File: config.mk
export PLATFORM = sky130hd
export DESIGN_NAME = seg7_scan_driver
export DESIGN_NICKNAME = d
export VERILOG_FILES = /design/src/rtl/seg7_pkg.sv /design/src/rtl/seg7_hex_decoder.sv /design/src/rtl/seg7_scan_driver.sv
export SDC_FILE = /design/constraint.sdc
export NUM_CORES = 1
export LEC_CHECK = 0
export CAP_MARGIN = 20
export CORE_MARGIN = 3
export CORE_UTILIZATION = 35
export CTS_CLUSTER_DIAMETER = 100
export DETAILED_ROUTE_END_ITERATION = 7
export PLACE_DENSITY_LB_ADDON = 0.08
export REMOVE_ABC_BUFFERS = 1
export SKIP_CTS_REPAIR_TIMING = 1
export SYNTH_ARGS = -nofsm -noshare
export SYNTH_HDL_FRONTEND = slang
export SYNTH_HIERARCHICAL = 1
export SYNTH_SLANG_ARGS = --single-unit
File: constraint.sdc
create_clock -name clk -period 7.01 [get_ports clk]
set_clock_uncertainty 0.2 [all_clocks]
set_input_delay 1.402 -clock clk [delete_from_list [all_inputs] [get_ports clk]]
set_output_delay 1.402 -clock clk [all_outputs]
set_load 0.02 [all_outputs]
File: src/rtl/seg7_pkg.sv
// Shared types and constants for the seven-segment scan driver.
// Segment vectors are {g,f,e,d,c,b,a}, active-low.
package seg7_pkg;

  typedef logic [6:0] seg_t;

  typedef enum logic {
    PH_DEAD  = 1'b0,
    PH_DRIVE = 1'b1
  } phase_e;

  localparam seg_t SEG_BLANK = 7'b1111111;

  localparam seg_t SEG_LUT [16] = '{
    7'b1000000, 7'b1111001, 7'b0100100, 7'b0110000,
    7'b0011001, 7'b0010010, 7'b0000010, 7'b1111000,
    7'b0000000, 7'b0010000, 7'b0001000, 7'b0000011,
    7'b1000110, 7'b0100001, 7'b0000110, 7'b0001110
  };

endpackage

File: src/rtl/seg7_hex_decoder.sv
// Combinational hex nibble to active-low seven-segment pattern.
module seg7_hex_decoder
  import seg7_pkg::*;
(
  input  logic [3:0] hex,
  output seg_t       seg
);

  always_comb begin
    seg = SEG_LUT[hex];
  end

endmodule

File: src/rtl/seg7_scan_driver.sv
// Time-multiplexed common-anode seven-segment driver with per-slot dead time.
// Leading-zero blanking is compiled in when SEG7_SCAN_LZB_EN is defined.
module seg7_scan_driver
  import seg7_pkg::*;
#(
  parameter int DIGITS      = 4,
  parameter int REFRESH_DIV = 100000,
  parameter int DEAD_CYCLES = 2
) (
  input  logic                  clk,
  input  logic                  reset,
  input  logic [4*DIGITS-1:0]   value,
  input  logic                  load,
  output logic [DIGITS-1:0]     AN,
  output logic [6:0]            SEG,
  output logic                  frame
);

  localparam int CNT_W = $clog2(REFRESH_DIV);
  localparam int IDX_W = (DIGITS > 1) ? $clog2(DIGITS) : 1;
  localparam logic [CNT_W-1:0] CNT_LAST = CNT_W'(REFRESH_DIV - 1);
  localparam logic [IDX_W-1:0] IDX_LAST = IDX_W'(DIGITS - 1);

  logic [CNT_W-1:0]    cnt_q, cnt_d;
  logic [IDX_W-1:0]    idx_q, idx_d;
  logic [4*DIGITS-1:0] shd_q, shd_d;
  logic [DIGITS-1:0]   an_q, an_d;
  seg_t                seg_q, seg_d;
  logic                frame_q, frame_d;

  logic [3:0] nibble;
  seg_t       seg_hex;
  logic       blank;
  logic       slot_end;
  phase_e     phase;

  generate
    if (DEAD_CYCLES == 0) begin : g_no_dead
      always_comb phase = PH_DRIVE;
    end else begin : g_dead
      always_comb phase = (cnt_q < CNT_W'(DEAD_CYCLES)) ? PH_DEAD : PH_DRIVE;
    end
  endgenerate

  always_comb begin
    nibble = '0;
    for (int unsigned i = 0; i < DIGITS; i++) begin
      if (idx_q == IDX_W'(i)) nibble = shd_q[4*i +: 4];
    end
  end

`ifdef SEG7_SCAN_LZB_EN
  logic [DIGITS-1:0] nz_above;

  // nz_above[i] is set when any nibble at position i or higher is non-zero.
  always_comb begin
    logic acc;
    acc      = 1'b0;
    nz_above = '0;
    for (int unsigned k = 0; k < DIGITS; k++) begin
      acc                       = acc | (|shd_q[4*(DIGITS-1-k) +: 4]);
      nz_above[DIGITS-1-k]      = acc;
    end
    blank = (idx_q != '0) && !nz_above[idx_q];
  end
`else
  always_comb blank = 1'b0;
`endif

  seg7_hex_decoder u_dec (
    .hex (nibble),
    .seg (seg_hex)
  );

  // Output registers are fed from the current (pre-edge) cnt/idx/shd.
  always_comb begin
    slot_end = (cnt_q == CNT_LAST);
    cnt_d    = cnt_q + 1'b1;
    idx_d    = idx_q;
    shd_d    = load ? value : shd_q;
    if (slot_end) begin
      cnt_d = '0;
      idx_d = (idx_q == IDX_LAST) ? '0 : idx_q + 1'b1;
    end

    an_d = '1;
    if (phase == PH_DRIVE && !blank) an_d[idx_q] = 1'b0;
    seg_d   = blank ? SEG_BLANK : seg_hex;
    frame_d = slot_end && (idx_q == IDX_LAST);
  end

  always_ff @(posedge clk) begin
    if (reset) begin
      cnt_q   <= '0;
      idx_q   <= '0;
      shd_q   <= '0;
      an_q    <= '1;
      seg_q   <= SEG_BLANK;
      frame_q <= 1'b0;
    end else begin
      cnt_q   <= cnt_d;
      idx_q   <= idx_d;
      shd_q   <= shd_d;
      an_q    <= an_d;
      seg_q   <= seg_d;
      frame_q <= frame_d;
    end
  end

  assign AN    = an_q;
  assign SEG   = seg_q;
  assign frame = frame_q;

endmodule

### After elaboration in Yosys (flattened, before gate mapping)

Memory sizes are Yosys's and may differ from the RTL's. A register that Yosys moved wholly into a read port is not among the register bits.
Index checks and enable logic that the tools add are counted.

| cells by class | value |
|---|---|
| magnitude comparators | 3 |
| reduce and logical (&&, ||, !) cells | 5 |
| equal/unequal tests | 4 |
| $add $sub $neg | 2 |
| bitwise gates (word level) | 2 |
| muxes and demuxes | 7 |

Operators with widths:

| operator | number |
|---|---|
| 17-bit by 1-bit adder with 17-bit output, second input constant | 1 |
| 17-bit equality test, second input constant | 1 |
| 17-bit by 2-bit less-than comparator with 1-bit output, second input constant | 1 |
| 4-bit 2-to-1 mux | 4 |
| 4-bit inverter with 5-bit output | 1 |
| 2-bit equality test, second input constant | 2 |
| 4-bit inverter | 1 |
| 2-bit OR reduction | 2 |
| 2-bit by 3-bit less-than comparator with 1-bit output, second input constant | 1 |
| 2-bit by 1-bit adder with 2-bit output, second input constant | 1 |
| 1-bit demux with 2-bit select | 1 |
| 2-bit by 1-bit equality test with 1-bit output, second input constant | 1 |
| 2-bit by 1-bit >= comparator with 1-bit output, second input constant | 1 |
| 1-bit logical AND | 2 |
| 2-bit logical NOT | 1 |
| 2-bit 2-to-1 mux | 1 |
| 1-bit 2-to-1 mux | 1 |

| storage, ports and cells | value |
|---|---|
| register bits after elaboration | 40 |
| memory bits (read-only) | 112 |
| memories kept | 1 |
| output and inout port bits | 12 |
| logic and storage cells | 29 |

Memory list:

| memory | depth | width | rd ports | clocked after memory_dff | wr ports | RTL line | source |
|---|---|---|---|---|---|---|---|
| (name not given) | 16 | 7 | 1 | 1 | 0 | seg7_hex_decoder.sv:10 | `seg = SEG_LUT[hex];` |

### Longest topological paths before layout

Gate-level depths: netlist (run 1).

| logic depth | value |
|---|---|
| depth after elaboration | 6 |
| gate-level depth with buffers | 12 |

### Hierarchy

The synthesis (run 1) kept the hierarchy.

By module, submodules not included:

| module | area an instance (um^2) | instances | cells each | sequential area each (um^2) |
|---|---|---|---|---|
| seg7_scan_driver | 1990.7 | 1 | 218 | 940.9 |
| seg7_hex_decoder | 275.3 | 1 | 32 | 0.0 |

### Worst setup path after synthesis (run 1)

No wires, ideal clock.

| timing path | value |
|---|---|
| path type | reg2reg |
| start point | register idx_q[1] |
| end point | register seg_q[3], in the netlist SEG[3] |
| setup time | 0.123 ns |
| cell stages (with the launch flop) | 12 |
| arrival | 2.704 ns |
| buffers on the path | 0 |
| period minus slack after synthesis | 3.027 ns |
| path slack | 3.983 ns |
| path through | dfxtp_1 -> inv_1 -> ha_1 -> nand3b_1 -> a21oi_1 -> a21oi_1 -> o21ai_0 -> inv_1 -> ha_1 -> inv_1 -> mux4_1 -> or2_2 |

| between the ends | value |
|---|---|
| cells in the longest elaborated chain, start to end | 6 |
| elaborated cells on any way between the ends | 9 |
| those cells by class | eq/ne: 3; mux: 4; bitwise: 1; reduce/logical: 1 |

Ends and longest elaborated chain:

| element | RTL line | source |
|---|---|---|
| start, declared | seg7_scan_driver.sv:25 | `logic [IDX_W-1:0] idx_q, idx_d;` |
| start signal, assigned | seg7_scan_driver.sv:102 | `idx_q <= idx_d;` |
| 2-bit logical NOT | seg7_scan_driver.sv:48 | `if (idx_q == IDX_W'(i)) nibble = shd_q[4*i +: 4];` |
| 4-bit 2-to-1 mux (3 in series) | seg7_scan_driver.sv:48 |  |
| 4-bit 2-to-1 mux (*) | seg7_scan_driver.sv:48 |  |
| net nibble[0] | seg7_scan_driver.sv:31 | `logic [3:0] nibble;` |
| 4-bit inverter with 5-bit output (implied by the code) (*) | seg7_hex_decoder.sv:10 |  |
| end, declared | seg7_scan_driver.sv:28 | `seg_t seg_q, seg_d;` |

The timed path passes the listed nets; every way through them passes the cells marked *.
A chain may end at the register's enable or synchronous reset.

### Worst setup path in the final report (run 1)

Same ends and word-level chain as after synthesis.

==> run_results.csv, run 1 <==
group,metric,value,unit
placed_design,gp_congestion,0.809,
critical_path,crit_type,"reg2reg",
pwr,swShare,0.240,
finish,layout_common_cells,"dfxtp_1, nor2_1, clkdlybuf4s50_1, nand2_1, mux2i_1",
global_route,antenna_found_initial,0,
sta,timing.final.crit_share,0.475,
route,dr.pass1.iters,3,
pwr,comb_power_share,0.129,
critical_path,path_delay_family,"compound AO/OA/AOI/OAI gates",
pwr,cellPowerDensity,189,nW/µm²
placed_design,port_buffers,30,
finish,layout.nets,307,
sta,period_minus_slack,3.33,ns
synth,netlist_area,2270,µm²
flow_run,max-cap-violations,0,
clocking,cts_sinks,47,
placed_design,dp_cells,343,
synth,synthFlopType,"dfxtp_1",
critical_path,crit_top_cell,"inv_1",
critical_path,slowest_stage,"o21ai_0",
synth,async_flop_share,0,
sta,hold_viol_final,0,
synth,synth_edf_count,0,
route,via_per_inst,4.82,
sta,drv_slew,0,
finish,final_common_cell,"dfxtp_1",
clocking,cts_made_buffers,5,
sta,fmax,0.301,GHz
critical_path,crit_fanout,9,
finish,drive_gt1_frac,0.0830,
pwr,irDropWorstVdd,0.000135,V
critical_path,critical_path.cell_chain,"inv_1, ha_1, nand3b_1, a21oi_1, a21oi_1, o21ai_0, inv_1, ha_1, inv_1, mux4_1, or2_2",
global_route,grt_pass1_wl,7710,µm
die,die_area,7480,µm²
global_route,grt_util_all_layers,0.127,
critical_path,path_buf_inv,3,
sta,tns,0,ns
sta,setup_viol,0,
placed_design,dp_hpwl,3150,µm
clocking,cts_tree,"built",
finish,n_fill_cell,636,
critical_path,endpoint_kind,"register",
critical_path,required,6.99,ns
synth,syn_avg_cell_area,9.06,µm²
route,routed_wl,4420,µm
pwr,p_leak,1.01,nW
clocking,clockRootBuffer,"clkbuf_8",
synth,ys_warn_count,6,
route,drc,0,
global_route,grt_max_degree,30,
die,dieWidth,86.5,µm
sta,rsz0062_at_grt,"no",
global_route,grt-ovfl-total,0,
synth,synth_cells,250,
finish,stdcell_area,2670,µm²
finish,final_cells,352,
sta,relSlewSlack,0.368,
pwr,clkPwrFrac,0.308,
sta,worst_slew_pin_slew,0.946,ns
finish,syn2layout_area_growth,17.7,%
route,initialDrtViolationCount,40,
status,status,"finished, final reports clean",
global_route,grt_pass1_vias,1658,
critical_path,slowest_delay,0.58,ns
clocking,htreeDepth,2,
hold_path,holdCritPathClass,"reg2reg",
die,start_util,0.372,
die,ios,31,
route,vias,1695,
pwr,switchingPower,0.121,mW
clocking,insertion_delay,0.29,ns
clocking,path_clk_slew,0.09,ns
synth,ys_seq_area_frac,0.415,
placed_design,place_area,2580,µm²
finish,n_antenna_cell,0,
route,wl_per_cell,12.6,µm
sta,timing.hold.ws,0.283,ns
critical_path,cp-start-kind,"register",
pwr,seq_power_share,0.562,
die,fp-row-count,28,
synth,synth_seq_cells,47,
pwr,internal_power,0.383,mW
route,drtAntennaViolNets,0,
synth,netlist-cell-type-count,38,
critical_path,critPathArrivalTime,3.31,ns
die,fp.dieH,86.5,µm
clocking,clk_path_buf_depth,2,
die,core,6100,µm²
cells in the mapped netlist, drive strengths merged, types with 2 or more instances:
library cell  instances  area, µm²
nand4                 5       31.3
buf                   5       40.0
a21oi                14       70.1
dfxtp                47        941
or2                   9       56.3
mux2i                20        200
nor3                  3       15.0
and3                  2       12.5
ha                   12        150
inv                   8       30.0
nand3                 8       40.0
or4                   6       48.8
nand3b                4       30.0
o21ai                 8       40.0
nor2                 38        143
a22o                  2       17.5
xor2                  6       52.6
or3                   3       20.0
xnor2                 6       52.6
nand2                20       75.1
nor4                  3       18.8
o31ai                 3       22.5
clkbuf                9       56.3
cell type report:
class / instances / area [µm²] / share of cell area
multi-input combinational: 181 / 1200 / 0.449
sequential: 47 / 941 / 0.353
timing repair buffer: 33 / 323 / 0.121
tap: 75 / 93.8 / 0.0352
clock buffer: 7 / 76.3 / 0.0286
inverter: 8 / 30.0 / 0.0113
clock inverter: 1 / 5.00 / 0.00188
final timing paths:
check / from / endpoint / slack, ns / cells past startpoint
max: idx_q[1] / SEG[3] / 3.68 / 11
min: cnt_q[0] / cnt_q[0] / 0.28 / 1
max reg2reg: idx_q[1] / SEG[3] / 3.68 / 11
min reg2reg: cnt_q[0] / cnt_q[0] / 0.28 / 1
power by group through the flow:
| stage | registers (mW) | clock network [mW] | logic (mW) |
|---|---|---|---|
| after floorplan | 0.294 | 0 | 0.0304 |
| after global placement | 0.290 | 0 | 0.0655 |
| after detailed placement | 0.290 | 0 | 0.0659 |
| after CTS | 0.284 | 0.166 | 0.0662 |
| after global routing | 0.286 | 0.175 | 0.0722 |
| final | 0.284 | 0.156 | 0.0653 |
flip-flops by register name, summed over array words and instances, names as in the netlist:
name and count:
SEG 7, AN 4, frame 1, cnt_q 17, shd_q 16, idx_q 2
kinds of logic after synthesis:
family | Yosys count | synth area share
AO/OA/AOI/OAI | 30 | 0.0795
XOR/XNOR | 12 | 0.0464
adder cells (fa/ha/maj) | 12 | 0.0663
buffers and inverters | 22 | 0.0558
flip-flops | 47 | 0.415
multiplexers | 22 | 0.105
AND/OR/NAND/NOR | 105 | 0.232
stage by stage:
stage	utilization	setup slack [ns]	power, mW
after floorplan	-	3.88	0.325
after CTS	0.436	3.65	0.516
after detailed placement	0.423	3.66	0.356
after global routing	0.438	3.42	0.532
final	0.438	3.68	0.505
after global placement	0.423	3.78	0.356
routing by layer:
metal,wire length [µm],global-route usage
met5,0,0
met4,29,0.0368
met3,180,0.0323
met2,1960,0.208
met1,2250,0.166
(Power assumes the default switching activity.)
==> inputs of run 2 (changes only) <==
==> constraint.sdc (replaced) <==
create_clock -name clk -period 2.9 [get_ports clk]
set_clock_uncertainty 0.2 [all_clocks]
set_input_delay 0.58 -clock clk [delete_from_list [all_inputs] [get_ports clk]]
set_output_delay 0.58 -clock clk [all_outputs]
set_load 0.02 [all_outputs]
==> run_results.csv, run 2 (same netlist as run 1, synthesis figures left out) <==
group,metric,value,unit
placed_design,gp_congestion,0.800,
critical_path,cp-start-kind,"register",
finish,final_common_cell,"dfxtp_1",
pwr,comb_power_share,0.128,
pwr,clkPwrFrac,0.337,
sta,timing.final.crit_share,0.913,
finish,drive_gt1_frac,0.122,
global_route,grt_max_degree,24,
critical_path,critPathArrivalTime,2.64,ns
pwr,finalPower,1.29,mW
critical_path,crit_type,"reg2reg",
clocking,clockRootBuffer,"clkbuf_8",
clocking,cts_made_buffers,5,
sta,rsz0062_at_grt,"no",
finish,layout.nets,316,
placed_design,dp_cells,351,
critical_path,crit_fanout,7,
clocking,insertion_delay,0.29,ns
clocking,cts_sinks,47,
clocking,cts_tree,"built",
sta,relSlewSlack,0.751,
die,ios,31,
sta,setup_viol,0,
die,start_util,0.372,
clocking,htreeDepth,2,
finish,regMostFlops,"cnt_q",
hold_path,holdCritPathClass,"reg2reg",
critical_path,r2r_slack,0.25,ns
global_route,grt_pass1_vias,1741,
route,via_per_inst,4.88,
die,dieWidth,86.5,µm
sta,fmax,0.378,GHz
pwr,p_leak,1.07,nW
finish,seqCellArea,942,µm²
route,dr.max_layer_used,"met4",
critical_path,worstSetupEndpoint,"SEG[3]",
finish,n_fill_cell,643,
route,drtAntennaViolNets,0,
global_route,grt_util_all_layers,0.133,
sta,worst_slew_pin_slew,0.368,ns
finish,n_antenna_cell,0,
route,wl_per_cell,13.1,µm
global_route,grt-ovfl-total,0,
finish,multi_input_area,1200,µm²
finish,layout_common_cells,"dfxtp_1, nor2_1, clkdlybuf4s50_1, nand2_1, mux2i_1",
route,routed_wl,4720,µm
finish,final_cells,361,
status,status,"finished, final reports clean",
sta,tns,0,ns
pwr,switchingPower,0.305,mW
die,fp.dieH,86.5,µm
critical_path,required,2.89,ns
critical_path,crit_start,"idx_q[0]",
critical_path,reg2reg_to,"SEG[3]",
pwr,irDropWorstVdd,0.000222,V
sta,timing.hold.ws,0.277,ns
route,wl_met2,2240,µm
die,fp-row-count,28,
flow_run,max-cap-violations,0,
route,met3_length,193,µm
sta,period_minus_slack,2.65,ns
critical_path,rr_worst_depth,11,
critical_path,regToRegStartpoint,"idx_q[0]",
pwr,swShare,0.237,
pwr,cellPowerDensity,466,nW/µm²
pwr,internal_power,0.981,mW
finish,syn2layout_area_growth,21.7,%
route,dr.pass1.iters,4,
sta,hold_viol_final,0,
route,vias,1762,
finish,largest_reg_flops,17,
clocking,clk_path_buf_depth,2,
sta,drv_slew,0,
route,wl_met1,2240,µm
route,drc,0,
critical_path,endpoint_kind,"register",
die,die_area,7480,µm²
route,initialDrtViolationCount,40,
global_route,antenna_found_initial,0,
placed_design,port_buffers,30,
clocking,path_clk_slew,0.09,ns
die,core,6100,µm²
global_route,grt_pass1_wl,7910,µm
placed_design,dp_hpwl,3460,µm
pwr,seq_power_share,0.534,
-- run 2: cell types whose count changed in the layout (fill, tap and decap cells not counted), sizes merged --
cell	change
buf	+10
clkinv	-1
-- run 2: worst min path at each step --
stage / startpoint / endpoint / cells after the start
4_1_cts: cnt_q[0] / cnt_q[0] / 1
3_3_place_gp: cnt_q[0] / cnt_q[0] / 1
2_1_floorplan: cnt_q[0] / cnt_q[0] / 1
6_report: cnt_q[0] / cnt_q[0] / 1
3_5_place_dp: cnt_q[0] / cnt_q[0] / 1
5_1_grt: cnt_q[0] / cnt_q[0] / 1
-- run 2: layout make-up --
type,count,share of cell area
Timing Repair Buffer,42,0.142
Clock buffer,8,0.0363
Sequential cell,47,0.342
Inverter,8,0.0109
Tap cell,75,0.0340
Multi-Input combinational cell,181,0.436
-- run 2: critical path: stages (launching register included) --
cell and delay, ns:
dfxtp_1 0.41, ha_1 0.21, buf_4 0.15, nand2_1 0.06, a21oi_1 0.13, a21oi_1 0.06
o21ai_1 0.16, inv_1 0.13, ha_1 0.29, inv_1 0.05, mux4_1 0.46, or2_2 0.27
-- run 2: layer usage --
layer  GRT usage  vias to the layer above
met3      0.0314                        5
met4      0.0482                        0
li1            -                      922
met1       0.160                      808
met2       0.229                       27
met5           0                        -
-- run 2: stage by stage --
step	util	setup WS (ns)	area, µm²
after floorplan	-	-0.227	2170
after global placement	0.433	0.209	2640
after detailed placement	0.433	0.130	2640
after CTS	0.449	0.116	2740
after global routing	0.452	0.0134	2760
final	0.452	0.252	2760
-- run 2: power groups by stage --
stage / clock (mW) / sequential [mW] / combinational (mW)
after floorplan: 0 / 0.712 / 0.0735
after global placement: 0 / 0.702 / 0.166
after detailed placement: 0 / 0.703 / 0.164
after CTS: 0.457 / 0.687 / 0.165
after global routing: 0.471 / 0.690 / 0.184
final: 0.434 / 0.687 / 0.165
==> inputs of run 3 (changes only) <==
--- a/config.mk
+++ b/config.mk
@@ -10,9 +10,11 @@
 export CORE_UTILIZATION = 35
 export CTS_CLUSTER_DIAMETER = 100
 export DETAILED_ROUTE_END_ITERATION = 7
+export HOLD_SLACK_MARGIN = 0.02
 export PLACE_DENSITY_LB_ADDON = 0.08
 export REMOVE_ABC_BUFFERS = 1
 export SKIP_CTS_REPAIR_TIMING = 1
+export SLEW_MARGIN = 15
 export SYNTH_ARGS = -nofsm -noshare
 export SYNTH_HDL_FRONTEND = slang
 export SYNTH_HIERARCHICAL = 1
==> results of run 3 <==
Same layout as run 2: the final DEF is identical, and so are final timing and power.
